### src/rtl/arf132b192e1r1w0cbbehcaa4acw_rd_ctrl.sv
`default_nettype none
// +--------------------------------------------------------------------------+
// | arf132b192e1r1w0cbbehcaa4acw_rd_ctrl: read-port controller, credit FIFO  |
// | Optional: ARF132B192E1R1W0CBBEHCAA4ACW_RD_WR_BYPASS_EN (same-cycle fwd)  |
// | Rev 1.0                                                                  |
// +--------------------------------------------------------------------------+
module arf132b192e1r1w0cbbehcaa4acw_rd_ctrl #(
  parameter int ENTRIES   = 132,
  parameter int DWIDTH    = 192,
  parameter int AWIDTH    = 8,
  parameter int RSP_DEPTH = 3
) (
  input  logic              clk,
  input  logic              rst,
  input  logic              rd_req_vld,
  output logic              rd_req_rdy,
  input  logic [AWIDTH-1:0] rd_req_addr,
  output logic              arr_rd_en,
  output logic [AWIDTH-1:0] arr_rd_addr,
  input  logic [DWIDTH-1:0] arr_rd_data,
  input  logic              wr_en,
  input  logic [AWIDTH-1:0] wr_addr,
  input  logic [DWIDTH-1:0] wr_data,
  output logic              rd_rsp_vld,
  input  logic              rd_rsp_rdy,
  output logic [DWIDTH-1:0] rd_rsp_data,
  output logic              rd_rsp_err
);

  localparam int CW = $clog2(RSP_DEPTH + 1);
  localparam int PW = (RSP_DEPTH > 1) ? $clog2(RSP_DEPTH) : 1;
  localparam logic [CW:0]     c_depth    = (CW + 1)'(RSP_DEPTH);
  localparam logic [AWIDTH:0] c_entries  = (AWIDTH + 1)'(ENTRIES);
  localparam logic [PW-1:0]   c_last_ptr = PW'(RSP_DEPTH - 1);

  logic [CW-1:0]     count_q, count_d;
  logic [PW-1:0]     wptr_q, wptr_d;
  logic [PW-1:0]     rptr_q, rptr_d;
  logic              infl_q, infl_d;
  logic              infl_err_q, infl_err_d;
  logic [DWIDTH-1:0] mem_q [RSP_DEPTH];
  logic [DWIDTH-1:0] mem_d [RSP_DEPTH];
  logic              err_q [RSP_DEPTH];
  logic              err_d [RSP_DEPTH];

  logic [CW:0]       occupancy;
  logic              accept;
  logic              in_range;
  logic              push;
  logic              pop;
  logic [DWIDTH-1:0] push_data;

  function automatic logic [PW-1:0] ptr_inc(input logic [PW-1:0] p);
    return (p == c_last_ptr) ? '0 : p + 1'b1;
  endfunction

  // Credits count both queued and in-flight responses, so a push never finds the FIFO full.
  assign occupancy   = {1'b0, count_q} + {{CW{1'b0}}, infl_q};
  assign rd_req_rdy  = ~rst & (occupancy < c_depth);
  assign accept      = rd_req_vld & rd_req_rdy;
  assign in_range    = ({1'b0, rd_req_addr} < c_entries);
  assign arr_rd_en   = accept & in_range;
  assign arr_rd_addr = rd_req_addr;

  assign rd_rsp_vld  = (count_q != '0);
  assign rd_rsp_data = rd_rsp_vld ? mem_q[rptr_q] : '0;
  assign rd_rsp_err  = rd_rsp_vld ? err_q[rptr_q] : 1'b0;

  assign push = infl_q;
  assign pop  = rd_rsp_vld & rd_rsp_rdy;

`ifdef ARF132B192E1R1W0CBBEHCAA4ACW_RD_WR_BYPASS_EN
  logic              byp_hit_q, byp_hit_d;
  logic [DWIDTH-1:0] byp_data_q, byp_data_d;

  always_comb begin
    byp_hit_d  = arr_rd_en & wr_en & (wr_addr == rd_req_addr);
    byp_data_d = wr_data;
  end

  always_ff @(posedge clk) begin
    if (rst) begin
      byp_hit_q  <= 1'b0;
      byp_data_q <= '0;
    end else begin
      byp_hit_q  <= byp_hit_d;
      byp_data_q <= byp_data_d;
    end
  end

  always_comb begin
    push_data = '0;
    if (!infl_err_q) push_data = byp_hit_q ? byp_data_q : arr_rd_data;
  end
`else
  logic unused_wr;
  assign unused_wr = ^{wr_en, wr_addr, wr_data};

  always_comb begin
    push_data = '0;
    if (!infl_err_q) push_data = arr_rd_data;
  end
`endif

  always_comb begin
    mem_d      = mem_q;
    err_d      = err_q;
    wptr_d     = wptr_q;
    rptr_d     = rptr_q;
    count_d    = count_q;
    infl_d     = accept;
    infl_err_d = accept & ~in_range;
    if (push) begin
      mem_d[wptr_q] = push_data;
      err_d[wptr_q] = infl_err_q;
      wptr_d        = ptr_inc(wptr_q);
    end
    if (pop) rptr_d = ptr_inc(rptr_q);
    case ({push, pop})
      2'b10:   count_d = count_q + 1'b1;
      2'b01:   count_d = count_q - 1'b1;
      default: count_d = count_q;
    endcase
  end

  always_ff @(posedge clk) begin
    if (rst) begin
      count_q    <= '0;
      wptr_q     <= '0;
      rptr_q     <= '0;
      infl_q     <= 1'b0;
      infl_err_q <= 1'b0;
    end else begin
      count_q    <= count_d;
      wptr_q     <= wptr_d;
      rptr_q     <= rptr_d;
      infl_q     <= infl_d;
      infl_err_q <= infl_err_d;
    end
  end

  // Storage needs no reset: outputs are masked while the FIFO is empty.
  always_ff @(posedge clk) begin
    mem_q <= mem_d;
    err_q <= err_d;
  end

endmodule
`default_nettype wire

### config.mk
export PLATFORM = sky130hd
export DESIGN_NAME = arf132b192e1r1w0cbbehcaa4acw_rd_ctrl
export DESIGN_NICKNAME = d
export VERILOG_FILES = /design/src/rtl/arf132b192e1r1w0cbbehcaa4acw_rd_ctrl.sv
export SDC_FILE = /design/constraint.sdc
export NUM_CORES = 1
export LEC_CHECK = 0
export CAP_MARGIN = 20
export CORE_ASPECT_RATIO = 0.7
export CORE_MARGIN = 10
export CORE_UTILIZATION = 45
export CTS_CLUSTER_DIAMETER = 200
export CTS_CLUSTER_SIZE = 40
export DETAILED_ROUTE_END_ITERATION = 10
export MAX_ROUTING_LAYER = met4
export PLACE_DENSITY = 0.71
export SETUP_SLACK_MARGIN = 0.2
export SYNTH_ARGS = -nofsm -noshare
export SYNTH_HDL_FRONTEND = slang
export SYNTH_SLANG_ARGS = --single-unit
export TNS_END_PERCENT = 20
### constraint.sdc
create_clock -name clk -period 27.4 [get_ports clk]
set_input_delay 5.48 -clock clk [delete_from_list [all_inputs] [get_ports clk]]
set_output_delay 5.48 -clock clk [all_outputs]
set_load 0.02 [all_outputs]
## Word-level counts from Yosys, hierarchy flattened

Index checks and enable logic that the tools add are counted.

- $add $sub $neg: 5
- Order comparisons: 5
- Equality and inequality tests: 4
- Muxes and demuxes: 18
- Bitwise operators: 9
- Reduce and logical (&&, ||, !) cells: 3

Operators with widths:

| cell | number |
|---|---|
| 192-bit 2-to-1 mux | 5 |
| 576-bit bitwise mux | 1 |
| 192-bit binary-select mux with 2-bit select | 1 |
| 192-bit demux with 2-bit select | 1 |
| 8-bit less-than comparator, second input constant | 1 |
| 2-bit by 1-bit adder with 2-bit output, second input constant | 3 |
| 2-bit == test, second input constant | 3 |
| 3-bit >= comparator, second input constant | 2 |
| 2-bit inverter with 3-bit output | 2 |
| 1-bit AND | 5 |
| 1-bit 2-to-1 mux | 4 |
| 2-bit 2-to-1 mux | 2 |
| 2-bit case mux with 2 select lines | 1 |
| 2-bit nonzero test | 2 |
| 2-bit by 1-bit adder with 3-bit output | 1 |
| 3-bit bitwise mux | 1 |
| 3-bit by 1-bit less-than comparator with 1-bit output, second input constant | 1 |
| 3-bit by 2-bit less-than comparator with 1-bit output, second input constant | 1 |
| 1-bit binary-select mux with 2-bit select | 1 |
| 1-bit demux with 2-bit select | 1 |
| 2-bit by 1-bit == test with 1-bit output, second input constant | 1 |
| 1-bit inverter | 2 |
| 2-bit by 1-bit subtractor with 2-bit output, second input constant | 1 |
| 1-bit logical AND | 1 |

- Flip-flop bits (word level): 587
- Output and inout port bits: 204
- Logic and storage cells: 55

## Longest topological paths before layout

Gate-level depths: netlist of run 1.

- Depth after elaboration: 6
- Gate-level depth with buffers: 7
- Gate-level depth less buffers: 6

## Worst setup path after synthesis of run 1

No wires, ideal clock.

- Kind: register to register
- Start point: register infl_q
- End point: register err_q[2] (netlist bit) (enable)
- Arrival: 14.371 ns
- Required time: 26.375 ns
- Setup slack: 12.004 ns
- Cell stages (with the launch flop): 2
- Path buffers: 0
- Clock period less this slack: 15.396 ns
- Cell sequence: dfxtp_1 nor3b_1

RTL lines:

| element | line | RTL |
|---|---|---|
| start, declared | 39 | `logic infl_q, infl_d;` |
| start signal, assigned | 137 | `infl_q <= infl_d;` |
| end signal, assigned | 145 | `err_q <= err_d;` |
| end, declared | 43 | `logic err_q [RSP_DEPTH];` |

No word-level cell between the ends.

## Final worst setup path of run 1

- Start point: input rd_req_addr[4]
- End point: output arr_rd_en

- Cells in the longest elaborated chain, start to end: 2

RTL lines:

| element | line | RTL |
|---|---|---|
| start, declared | 17 | `input logic [AWIDTH-1:0] rd_req_addr,` |
| 8-bit less-than comparator | 61 | `assign in_range = ({1'b0, rd_req_addr} < c_entries);` |
| 1-bit AND | 62 | `assign arr_rd_en = accept & in_range;` |
| end, declared | 18 | `output logic arr_rd_en,` |

No other way between the ends.

==> results of run 1 <==
==> cell families after synthesis <==
family | after synthesis | share of synthesized area (%)
and+or+nand+nor | 596 | 13.1
AOI/OAI and AO/OA | 201 | 4.10
xor gates and xnor gates | 2 | 0.0713
adders and majority gates | 3 | 0.153
muxes | 194 | 7.91
buffers and inverters | 120 | 3.22
DFF | 587 | 71.4
==> worst min-delay path by stage <==
stage / start / end / slack (ns) / cells past startpoint
2_1_floorplan: count_q[1] / count_q[1] / 0.48 / 2
3_5_place_dp: count_q[1] / count_q[1] / 0.56 / 2
6_report: count_q[1] / count_q[1] / 0.58 / 2
4_1_cts: count_q[1] / count_q[1] / 0.58 / 2
3_3_place_gp: count_q[1] / count_q[1] / 0.54 / 2
5_1_grt: count_q[1] / count_q[1] / 0.62 / 2
==> metal layers <==
layer  GRT usage (%)  vias to the layer above  wire (µm)
li1                -                     6673          -
met1            22.4                     7101      24500
met2            29.2                      354      29000
met3            3.19                       41       3180
met4            2.71                        0        835
met5               -                        -          0
==> stage by stage <==
step	cells	util, %
2_1_floorplan	1703	-
3_3_place_gp	2739	53.8
3_5_place_dp	2739	53.8
4_1_cts	2771	54.8
5_1_grt	2775	54.8
6_report	2775	54.8
==> power by group through the flow <==
stage | sequential [mW] | clock (mW) | combinational (mW)
5_1_grt | 1.07 | 0.420 | 0.910
2_1_floorplan | 1.08 | 0 | 0.505
3_5_place_dp | 1.09 | 0 | 0.867
6_report | 1.06 | 0.381 | 0.854
4_1_cts | 1.06 | 0.394 | 0.872
3_3_place_gp | 1.08 | 0 | 0.862
==> final cells by class <==
| cell class | count | area (µm²) |
|---|---|---|
| Inverter | 4 | 15.0 |
| Clock buffer | 31 | 520 |
| Fill cell | 4396 | 24300 |
| Clock inverter | 1 | 16.3 |
| Tap cell | 730 | 913 |
| Antenna cell | 4 | 10.0 |
| Sequential cell | 587 | 17600 |
| Multi-Input combinational cell | 996 | 6270 |
| Timing Repair Buffer | 422 | 4200 |
==> state kept, by name, indices dropped and copies added, names as in the netlist <==
register    count
infl_err_q      1
rptr_q          2
wptr_q          2
err_q           3
infl_q          1
count_q         2
mem_q         576
==> cell usage after synthesis <==
cell,count,area (µm²)
sky130_fd_sc_hd__or4_1,1,7.51
sky130_fd_sc_hd__nand2_1,197,739
sky130_fd_sc_hd__or3b_1,1,8.76
sky130_fd_sc_hd__nor2_1,6,22.5
sky130_fd_sc_hd__xnor2_1,1,8.76
sky130_fd_sc_hd__edfxtp_1,579,17400
sky130_fd_sc_hd__ha_1,3,37.5
sky130_fd_sc_hd__xor2_1,1,8.76
sky130_fd_sc_hd__buf_4,14,105
sky130_fd_sc_hd__dfxtp_1,8,160
sky130_fd_sc_hd__buf_1,7,26.3
sky130_fd_sc_hd__buf_12,12,240
sky130_fd_sc_hd__mux2i_1,193,1930
sky130_fd_sc_hd__or3_1,2,12.5
sky130_fd_sc_hd__inv_1,4,15.0
sky130_fd_sc_hd__or2_2,56,350
sky130_fd_sc_hd__or2_0,137,857
sky130_fd_sc_hd__mux2_2,1,11.3
sky130_fd_sc_hd__nor2b_1,194,1210
sky130_fd_sc_hd__nor3b_1,2,15.0
sky130_fd_sc_hd__clkbuf_1,54,203
sky130_fd_sc_hd__buf_2,20,100
sky130_fd_sc_hd__a21oi_1,197,986
sky130_fd_sc_hd__buf_6,9,101
sky130_fd_sc_hd__a211oi_1,1,7.51
sky130_fd_sc_hd__o21ai_0,3,15.0
==> critical path, stage by stage <==
cell and delay [ns]:
sky130_fd_sc_hd__clkdlybuf4s50_1 0.43, sky130_fd_sc_hd__or4_1 0.52, sky130_fd_sc_hd__o21ai_0 0.22, sky130_fd_sc_hd__nor2b_1 0.15
sky130_fd_sc_hd__clkdlybuf4s50_1 0.61
==> metrics.txt, run 1 <==
# TYPE chip_impl_metric gauge
chip_impl_metric{name="port-buffer-count",unit=""} 403
chip_impl_info{name="layout_commonest_cell",value="sky130_fd_sc_hd__edfxtp_1"} 1
chip_impl_metric{name="die_height",unit="µm"} 216
chip_impl_info{name="critPathLaunch",value="rd_req_addr[4]"} 1
chip_impl_metric{name="floorplan.initialDensity",unit="%"} 45.6
chip_impl_metric{name="die_width",unit="µm"} 299
chip_impl_metric{name="syn_area",unit="mm²"} 0.0246
chip_impl_metric{name="grt_pass1_wl",unit="mm"} 86.8
chip_impl_metric{name="fin_worst_hold_slack",unit="ns"} 0.577
chip_impl_info{name="clk_root_buffer_cell",value="sky130_fd_sc_hd__clkbuf_16"} 1
chip_impl_metric{name="grt_pass1_vias",unit=""} 14400
chip_impl_metric{name="synth_area_per_cell",unit="µm²"} 14.4
chip_impl_metric{name="track_usage",unit="%"} 17.4
chip_impl_metric{name="gp_congestion",unit=""} 0.753
chip_impl_metric{name="place_hpwl",unit="mm"} 34.1
chip_impl_metric{name="setup_viol_count_final",unit=""} 0
chip_impl_metric{name="yosys_warnings",unit=""} 0
chip_impl_metric{name="pwr-share-seq",unit="%"} 46.3
chip_impl_metric{name="cts.hold.buffers_added",unit=""} 0
chip_impl_metric{name="ctsHtreeMaxLevel",unit=""} 1
chip_impl_metric{name="rrSetupSlack",unit="ns"} 24.60
chip_impl_metric{name="clock-sinks",unit=""} 587
chip_impl_metric{name="hold_violations",unit=""} 0
chip_impl_metric{name="worst_ep_arrival_time",unit="ns"} 7.41
chip_impl_info{name="worstHoldPathType",value="reg2reg"} 1
chip_impl_metric{name="reg2regPathDepth",unit=""} 4
chip_impl_metric{name="total_of_cells_resized_after_clock_tree_synthesis",unit=""} 0
chip_impl_metric{name="dr.first_iter.drc_count",unit=""} 1051
chip_impl_metric{name="initial_antenna_violation_count",unit=""} 5
chip_impl_metric{name="drc",unit=""} 0
chip_impl_metric{name="max_freq",unit="MHz"} 77.6
chip_impl_metric{name="yosysSeqAreaShare",unit="%"} 71.4
chip_impl_info{name="criticalPathCategory",value="in2out"} 1
chip_impl_metric{name="fin_crit_sh",unit="%"} 47.1
chip_impl_metric{name="power.density",unit="mW/mm²"} 77.9
chip_impl_metric{name="finalClockSkew",unit="ns"} 0.0294
chip_impl_metric{name="max_cap_violations",unit=""} 0
chip_impl_metric{name="final-max-slew-violation-count",unit=""} 0
chip_impl_info{name="setup.worst_path.end_class",value="primary output"} 1
chip_impl_metric{name="avgViaCountPerCell",unit=""} 5.11
chip_impl_metric{name="postLayoutCellArea",unit="mm²"} 0.0295
chip_impl_info{name="critPathLaunchType",value="input pin"} 1
chip_impl_metric{name="setup_total_negative_slack",unit="ns"} 0
chip_impl_metric{name="yosys.cell_types.count",unit=""} 26
chip_impl_metric{name="cts-buffers-inserted",unit=""} 18
chip_impl_metric{name="syn_nets",unit=""} 2111
chip_impl_metric{name="worstMarginPinSlew",unit="ns"} 1.11
chip_impl_metric{name="power_leakage",unit="nW"} 9.11
chip_impl_info{name="crit-reg2reg-launch",value="infl_q"} 1
chip_impl_info{name="mostFrequentLayoutCells",value="579 x sky130_fd_sc_hd__edfxtp_1, 403 x sky130_fd_sc_hd__clkdlybuf4s50_1, 197 x sky130_fd_sc_hd__nand2_1, 197 x sky130_fd_sc_hd__a21oi_1"} 1
chip_impl_metric{name="syn_to_final_growth",unit="%"} 20.1
chip_impl_metric{name="post_synth_inst_count",unit=""} 1703
chip_impl_metric{name="p_comb_share",unit="%"} 37.2
chip_impl_metric{name="floorplan.rows",unit=""} 71
chip_impl_metric{name="first_pass_iters",unit=""} 5
chip_impl_metric{name="postRouteAntennaNets",unit=""} 0
chip_impl_metric{name="design_power_total",unit="mW"} 2.30
chip_impl_metric{name="critical_path_peak_fanout",unit=""} 2
chip_impl_metric{name="power.net_switching",unit="mW"} 0.762
chip_impl_metric{name="internal_power",unit="mW"} 1.54
chip_impl_metric{name="clock_latency",unit="ns"} 0.57
chip_impl_metric{name="grt_start_max_net_pins",unit=""} 194
chip_impl_info{name="critical_path.endpoint",value="arr_rd_en"} 1
chip_impl_metric{name="max-vdd-ir-drop",unit="mV"} 0.0542
chip_impl_metric{name="post-place-ws",unit="ns"} 14.50
chip_impl_metric{name="cp.required",unit="ns"} 21.92
chip_impl_metric{name="cts.reportedPaths.clkPinSlew",unit="ns"} 0.14
chip_impl_info{name="cts_tree",value="built"} 1
chip_impl_metric{name="drive_above_1_share",unit="%"} 5.10
chip_impl_metric{name="slew-limit-headroom",unit="%"} 26.2
chip_impl_info{name="rsz0062_at_grt",value="no"} 1
chip_impl_metric{name="p_sw_share",unit="%"} 33.2
chip_impl_metric{name="finalWorstPathRequiredPeriod",unit="ns"} 12.89
chip_impl_metric{name="cts_buffer_depth",unit=""} 3
chip_impl_metric{name="dieArea",unit="mm²"} 0.0645
chip_impl_info{name="outcome",value="finished, final reports clean"} 1
chip_impl_info{name="regToRegEndpoint",value="mem_q[316]"} 1
chip_impl_metric{name="post_drt_wl_per_cell",unit="µm"} 20.7
chip_impl_metric{name="routed_wirelength",unit="mm"} 57.5
chip_impl_metric{name="num_io_pins",unit=""} 609
chip_impl_metric{name="overflow",unit=""} 0
chip_impl_metric{name="route.vias.total",unit=""} 14200
chip_impl_metric{name="placedInstanceArea",unit="mm²"} 0.0290
chip_impl_metric{name="coreArea",unit="mm²"} 0.0538
chip_impl_metric{name="timing.final.ws_setup",unit="ns"} 14.51
chip_impl_metric{name="synth_seq_cells",unit=""} 587
chip_impl_metric{name="fin_nets",unit=""} 2437
chip_impl_metric{name="clock_power_share",unit="%"} 16.6
chip_impl_metric{name="cts_setup_buffers",unit=""} 0
(Power assumes the default switching activity.)
==> run 2: changes to the inputs <==
clock period = 12.1 ns   (was 27.4 ns; I/O delays follow)
==> run 2 against run 1 <==
Net effect:
- cell area grew 0.16%
- cell count grew 0.14%
- non-clock buffer count grew 2
- utilization grew 0.086 points
- power grew 130%
- sequential power grew 130%
- wire length grew 2.0%
- worst hold slack gained 0.0093 ns
- worst setup slack lost 9.2 ns
- critical endpoint unchanged
==> metrics.txt, run 2 (synthesized netlist as in run 1, its figures left out) <==
# TYPE chip_impl_metric gauge
chip_impl_metric{name="rrSetupSlack",unit="ns"} 9.65
chip_impl_metric{name="clock-sinks",unit=""} 587
chip_impl_metric{name="placedInstanceArea",unit="mm²"} 0.0290
chip_impl_metric{name="design_power_total",unit="mW"} 5.22
chip_impl_metric{name="routed_wirelength",unit="mm"} 58.7
chip_impl_metric{name="drive_above_1_share",unit="%"} 5.19
chip_impl_metric{name="clock_latency",unit="ns"} 0.58
chip_impl_metric{name="cts.reportedPaths.clkPinSlew",unit="ns"} 0.14
chip_impl_metric{name="coreArea",unit="mm²"} 0.0538
chip_impl_info{name="min_to",value="count_q[1]"} 1
chip_impl_info{name="worstHoldPathType",value="reg2reg"} 1
chip_impl_metric{name="cts_setup_buffers",unit=""} 0
chip_impl_metric{name="num_io_pins",unit=""} 609
chip_impl_metric{name="cp.required",unit="ns"} 9.68
chip_impl_metric{name="dr.first_iter.drc_count",unit=""} 929
chip_impl_info{name="hold_path.startpoint",value="count_q[1]"} 1
chip_impl_metric{name="floorplan.initialDensity",unit="%"} 45.6
chip_impl_info{name="mostFrequentLayoutCells",value="579 x sky130_fd_sc_hd__edfxtp_1, 403 x sky130_fd_sc_hd__clkdlybuf4s50_1, 197 x sky130_fd_sc_hd__nand2_1, 197 x sky130_fd_sc_hd__a21oi_1"} 1
chip_impl_metric{name="fin_crit_sh",unit="%"} 56.1
chip_impl_metric{name="max_cap_violations",unit=""} 0
chip_impl_metric{name="slew-limit-headroom",unit="%"} 24.7
chip_impl_metric{name="overflow",unit=""} 0
chip_impl_metric{name="critical_path_peak_fanout",unit=""} 7
chip_impl_metric{name="finalWorstPathRequiredPeriod",unit="ns"} 6.79
chip_impl_metric{name="fin_nets",unit=""} 2439
chip_impl_metric{name="cts_buffer_depth",unit=""} 3
chip_impl_info{name="criticalPathCategory",value="in2out"} 1
chip_impl_metric{name="reg2regPathDepth",unit=""} 4
chip_impl_metric{name="post_drt_wl_per_cell",unit="µm"} 21.1
chip_impl_metric{name="power.density",unit="mW/mm²"} 177
chip_impl_metric{name="floorplan.rows",unit=""} 71
chip_impl_metric{name="timing.final.ws_setup",unit="ns"} 5.31
chip_impl_metric{name="number_of_flip_flops_under_the_largest_register_name",unit=""} 576
chip_impl_metric{name="place_hpwl",unit="mm"} 34.6
chip_impl_metric{name="post-route-util",unit="%"} 54.9
chip_impl_metric{name="ctsHtreeMaxLevel",unit=""} 1
chip_impl_info{name="crit-reg2reg-launch",value="wptr_q[0]"} 1
chip_impl_metric{name="max_freq",unit="MHz"} 147
chip_impl_metric{name="avgViaCountPerCell",unit=""} 5.15
chip_impl_metric{name="initial_antenna_violation_count",unit=""} 6
chip_impl_metric{name="setup_total_negative_slack",unit="ns"} 0
chip_impl_info{name="cts_tree",value="built"} 1
chip_impl_metric{name="grt_pass1_wl",unit="mm"} 87.9
chip_impl_info{name="critPathLaunchType",value="input pin"} 1
chip_impl_metric{name="finalClockSkew",unit="ns"} 0.0263
chip_impl_metric{name="first_pass_iters",unit=""} 5
chip_impl_metric{name="cts.hold.buffers_added",unit=""} 0
chip_impl_metric{name="final-max-slew-violation-count",unit=""} 0
chip_impl_metric{name="finish.cell_count_without_fillers",unit=""} 2779
chip_impl_metric{name="hold-path-cell-count",unit=""} 2
chip_impl_metric{name="power_leakage",unit="nW"} 9.13
chip_impl_metric{name="total_of_cells_resized_after_clock_tree_synthesis",unit=""} 0
chip_impl_info{name="clk_root_buffer_cell",value="sky130_fd_sc_hd__clkbuf_16"} 1
chip_impl_metric{name="hold_violations",unit=""} 0
chip_impl_info{name="outcome",value="finished, final reports clean"} 1
chip_impl_info{name="layout_top_registers",value="mem_q (576), err_q (3)"} 1
chip_impl_metric{name="worst_ep_arrival_time",unit="ns"} 4.37
chip_impl_info{name="regMostFlops",value="mem_q"} 1
chip_impl_metric{name="worstMarginPinSlew",unit="ns"} 1.13
chip_impl_info{name="regToRegEndpoint",value="mem_q[288]"} 1
chip_impl_metric{name="grt_pass1_vias",unit=""} 14600
chip_impl_metric{name="syn_to_final_growth",unit="%"} 20.3
chip_impl_metric{name="track_usage",unit="%"} 17.7
chip_impl_metric{name="fin_worst_hold_slack",unit="ns"} 0.586
chip_impl_metric{name="grt_start_max_net_pins",unit=""} 156
chip_impl_metric{name="port-buffer-count",unit=""} 403
chip_impl_metric{name="drc",unit=""} 0
chip_impl_metric{name="setup_viol_count_final",unit=""} 0
chip_impl_metric{name="cts-buffers-inserted",unit=""} 18
chip_impl_info{name="setup.worst_path.end_class",value="primary output"} 1
chip_impl_metric{name="filler_cell_count",unit=""} 4389
chip_impl_metric{name="dieArea",unit="mm²"} 0.0645
chip_impl_info{name="rsz0062_at_grt",value="no"} 1
chip_impl_metric{name="postLayoutCellArea",unit="mm²"} 0.0295
chip_impl_metric{name="gp_congestion",unit=""} 0.751
chip_impl_metric{name="route.vias.total",unit=""} 14300
chip_impl_metric{name="placedCellCount",unit=""} 2740
chip_impl_metric{name="postRouteAntennaNets",unit=""} 0
chip_impl_metric{name="max-vdd-ir-drop",unit="mV"} 0.137
chip_impl_metric{name="die_height",unit="µm"} 216
chip_impl_metric{name="post-place-ws",unit="ns"} 5.23
chip_impl_metric{name="die_width",unit="µm"} 299
chip_impl_info{name="layout_commonest_cell",value="sky130_fd_sc_hd__edfxtp_1"} 1
## run 2: power breakdown
group,switching [mW],total (mW),internal [mW],leakage [nW]
clock network,0.573,0.876,0.304,0.255
registers,0.0642,2.41,2.35,5.37
logic,1.10,1.93,0.825,3.50
## run 2: worst max-delay path by stage
stage                         from                to  cells past startpoint
global placement               rst         arr_rd_en                      5
CTS                      rptr_q[0]  rd_rsp_data[165]                      6
global route        rd_req_addr[6]         arr_rd_en                      5
finish                         rst         arr_rd_en                      5
floorplan                wptr_q[1]          err_q[0]                      1
detailed placement             rst         arr_rd_en                      5
## run 2: layout make-up
| type | instances | area [µm²] | area share, % |
|---|---|---|---|
| Multi-Input combinational cell | 996 | 6270 | 21.2 |
| Clock buffer | 31 | 520 | 1.76 |
| Tap cell | 730 | 913 | 3.09 |
| Inverter | 4 | 15.0 | 0.0508 |
| Antenna cell | 6 | 15.0 | 0.0508 |
| Clock inverter | 1 | 16.3 | 0.0550 |
| Timing Repair Buffer | 424 | 4240 | 14.3 |
| Sequential cell | 587 | 17600 | 59.4 |
## run 2: worst max-delay path: stages
cell                              delay [ns]
sky130_fd_sc_hd__clkdlybuf4s50_1        0.53
sky130_fd_sc_hd__a211oi_1               0.46
sky130_fd_sc_hd__nand2_1                0.20
sky130_fd_sc_hd__nor2b_1                0.14
sky130_fd_sc_hd__clkdlybuf4s50_1        0.61
## run 2: per-layer routing
metal	vias up	GRT usage (%)	wire (µm)	part of all wire (%)
met2	328	30.2	29600	50
met4	0	2.88	969	1.7
met5	-	-	0	0
li1	6689	-	-	-
met1	7248	22.1	24900	42
met3	41	3.49	3210	5.5
==> run 3: changes to the inputs <==
clock period = 6.75 ns   (was 12.1 ns; I/O delays follow)
==> run 3 against run 2 <==
Net effect:
- die area unchanged
- largest cell class unchanged
- register-to-register slack worse by 5.6 ns
- wire length decreased by 0.64%
- power up 79%
- largest power group unchanged
- combinational power increased by 81%
==> metrics.txt, run 3 (synthesized netlist as in run 1, its figures left out) <==
# TYPE chip_impl_metric gauge
chip_impl_metric{name="floorplan.initialDensity",unit="%"} 45.6
chip_impl_metric{name="cts_setup_buffers",unit=""} 0
chip_impl_metric{name="finalClockSkew",unit="ns"} 0.0269
chip_impl_metric{name="timing.final.ws_setup",unit="ns"} 1.66
chip_impl_metric{name="fin_worst_hold_slack",unit="ns"} 0.572
chip_impl_metric{name="first_pass_iters",unit=""} 4
chip_impl_metric{name="die_width",unit="µm"} 299
chip_impl_metric{name="fin_crit_sh",unit="%"} 75.4
chip_impl_info{name="worst_path_max_delay_cell",value="sky130_fd_sc_hd__dfxtp_4"} 1
chip_impl_metric{name="initial_antenna_violation_count",unit=""} 4
chip_impl_metric{name="worstMarginPinSlew",unit="ns"} 1.14
chip_impl_metric{name="num_io_pins",unit=""} 609
chip_impl_info{name="path_cells",value="buf_12, mux2i_1, or2_2, a21oi_1, clkdlybuf4s50_1"} 1
chip_impl_metric{name="gp_congestion",unit=""} 0.749
chip_impl_metric{name="floorplan.rows",unit=""} 71
chip_impl_metric{name="post_drt_wl_per_cell",unit="µm"} 21.0
chip_impl_metric{name="clock-sinks",unit=""} 587
chip_impl_metric{name="dr.first_iter.drc_count",unit=""} 968
chip_impl_info{name="layout_top_registers",value="mem_q (576), err_q (3)"} 1
chip_impl_metric{name="finish.cell_count_without_fillers",unit=""} 2772
chip_impl_metric{name="post-place-ws",unit="ns"} 2.03
chip_impl_metric{name="multi_input_area",unit="mm²"} 0.00628
chip_impl_metric{name="setup_total_negative_slack",unit="ns"} 0
chip_impl_metric{name="critical_path_peak_fanout",unit=""} 132
chip_impl_metric{name="place_hpwl",unit="mm"} 34.3
chip_impl_metric{name="final-seq-area",unit="mm²"} 0.0176
chip_impl_metric{name="die_height",unit="µm"} 216
chip_impl_metric{name="drc",unit=""} 0
chip_impl_metric{name="routed_wirelength",unit="mm"} 58.3
chip_impl_info{name="cp_top_family",value="buffers and inverters"} 1
chip_impl_info{name="worstHoldPathType",value="reg2reg"} 1
chip_impl_info{name="clk_root_buffer_cell",value="sky130_fd_sc_hd__clkbuf_16"} 1
chip_impl_metric{name="cts.hold.buffers_added",unit=""} 0
chip_impl_metric{name="drive_above_1_share",unit="%"} 5.25
chip_impl_metric{name="final-max-slew-violation-count",unit=""} 0
chip_impl_info{name="layout_commonest_cell",value="sky130_fd_sc_hd__edfxtp_1"} 1
chip_impl_metric{name="post-route-util",unit="%"} 55.0
chip_impl_metric{name="postRouteAntennaNets",unit=""} 0
chip_impl_metric{name="dieArea",unit="mm²"} 0.0645
chip_impl_metric{name="design_power_total",unit="mW"} 9.33
chip_impl_metric{name="slew-limit-headroom",unit="%"} 24.2
chip_impl_info{name="cts_tree",value="built"} 1
chip_impl_metric{name="grt_start_max_net_pins",unit=""} 139
chip_impl_info{name="regMostFlops",value="mem_q"} 1
chip_impl_metric{name="ctsHtreeMaxLevel",unit=""} 1
chip_impl_metric{name="number_of_flip_flops_under_the_largest_register_name",unit=""} 576
chip_impl_metric{name="placedInstanceArea",unit="mm²"} 0.0290
chip_impl_metric{name="power.density",unit="mW/mm²"} 316
chip_impl_metric{name="route.vias.total",unit=""} 14300
chip_impl_info{name="criticalPathCategory",value="reg2out"} 1
chip_impl_metric{name="max_cap_violations",unit=""} 0
chip_impl_metric{name="power_leakage",unit="nW"} 9.14
chip_impl_metric{name="max_freq",unit="MHz"} 196
chip_impl_metric{name="grt_pass1_vias",unit=""} 14500
chip_impl_metric{name="setup_viol_count_final",unit=""} 0
chip_impl_info{name="critPathLaunchType",value="flip-flop"} 1
chip_impl_metric{name="clock_latency",unit="ns"} 0.58
chip_impl_metric{name="hold_violations",unit=""} 0
chip_impl_info{name="rsz0062_at_grt",value="no"} 1
chip_impl_metric{name="cts_buffer_depth",unit=""} 3
chip_impl_metric{name="cp.required",unit="ns"} 5.40
chip_impl_metric{name="worstPathBufferInverterCount",unit=""} 2
chip_impl_metric{name="fin_nets",unit=""} 2440
chip_impl_metric{name="overflow",unit=""} 0
chip_impl_metric{name="finalWorstPathRequiredPeriod",unit="ns"} 5.09
chip_impl_metric{name="track_usage",unit="%"} 17.6
chip_impl_metric{name="max_stage_delay",unit="ns"} 0.80
chip_impl_metric{name="postLayoutCellArea",unit="mm²"} 0.0296
chip_impl_info{name="outcome",value="finished, final reports clean"} 1
chip_impl_info{name="mostFrequentLayoutCells",value="579 x sky130_fd_sc_hd__edfxtp_1, 403 x sky130_fd_sc_hd__clkdlybuf4s50_1, 197 x sky130_fd_sc_hd__nand2_1, 197 x sky130_fd_sc_hd__a21oi_1"} 1
chip_impl_metric{name="syn_to_final_growth",unit="%"} 20.4
chip_impl_metric{name="grt_pass1_wl",unit="mm"} 87.5
chip_impl_metric{name="total_of_cells_resized_after_clock_tree_synthesis",unit=""} 0
chip_impl_metric{name="worst_ep_arrival_time",unit="ns"} 3.74
chip_impl_metric{name="avgViaCountPerCell",unit=""} 5.16
chip_impl_metric{name="port-buffer-count",unit=""} 403
chip_impl_metric{name="max-vdd-ir-drop",unit="mV"} 0.354
chip_impl_info{name="setup.worst_path.end_class",value="primary output"} 1
chip_impl_metric{name="placedCellCount",unit=""} 2739
chip_impl_metric{name="filler_cell_count",unit=""} 4354
chip_impl_metric{name="cts-buffers-inserted",unit=""} 18
chip_impl_metric{name="cts.reportedPaths.clkPinSlew",unit="ns"} 0.14
chip_impl_metric{name="coreArea",unit="mm²"} 0.0538
-- run 3: changes by cell type in the layout (fill, tap and decap cells not counted), sizes merged --
cell    previous run  this run
clkbuf            31        25
diode              6         4
buf               21        22
-- run 3: worst reg2reg max path, stage by stage (launching register included) --
cell	delay [ns]
sky130_fd_sc_hd__dfxtp_1	0.43
sky130_fd_sc_hd__nor3b_4	0.20
sky130_fd_sc_hd__buf_4	0.70
sky130_fd_sc_hd__buf_4	0.97
-- run 3: final cells by class --
type,count,area share [%]
Sequential cell,587,59.3
Inverter,4,0.0507
Timing Repair Buffer,425,14.5
Tap cell,730,3.09
Antenna cell,4,0.0338
Clock buffer,25,1.68
Clock inverter,1,0.0550
Multi-Input combinational cell,996,21.2
-- run 3: per-layer routing --
metal / up-vias / global-route usage (%) / routed length [µm]
li1: 6686 / - / -
met1: 7214 / 23.2 / 25400
met5: - / - / 0
met4: 0 / 2.81 / 818
met2: 361 / 29.1 / 29100
met3: 36 / 2.71 / 2950
-- run 3: power breakdown --
part | leakage (nW) | switching, mW | total (mW) | internal [mW]
sequential | 5.37 | 0.0947 | 4.31 | 4.21
combinational | 3.53 | 2.01 | 3.50 | 1.50
clock | 0.248 | 0.996 | 1.53 | 0.532
total | 9.14 | 3.10 | 9.33 | 6.24
-- run 3: worst paths after layout --
path	from	end	slack, ns	depth (start not counted)
max	rptr_q[0]	rd_rsp_data[29]	1.66	5
min	count_q[1]	count_q[1]	0.57	2
max reg2reg	infl_q	mem_q[480]	4.03	3
min reg2reg	count_q[1]	count_q[1]	0.57	2
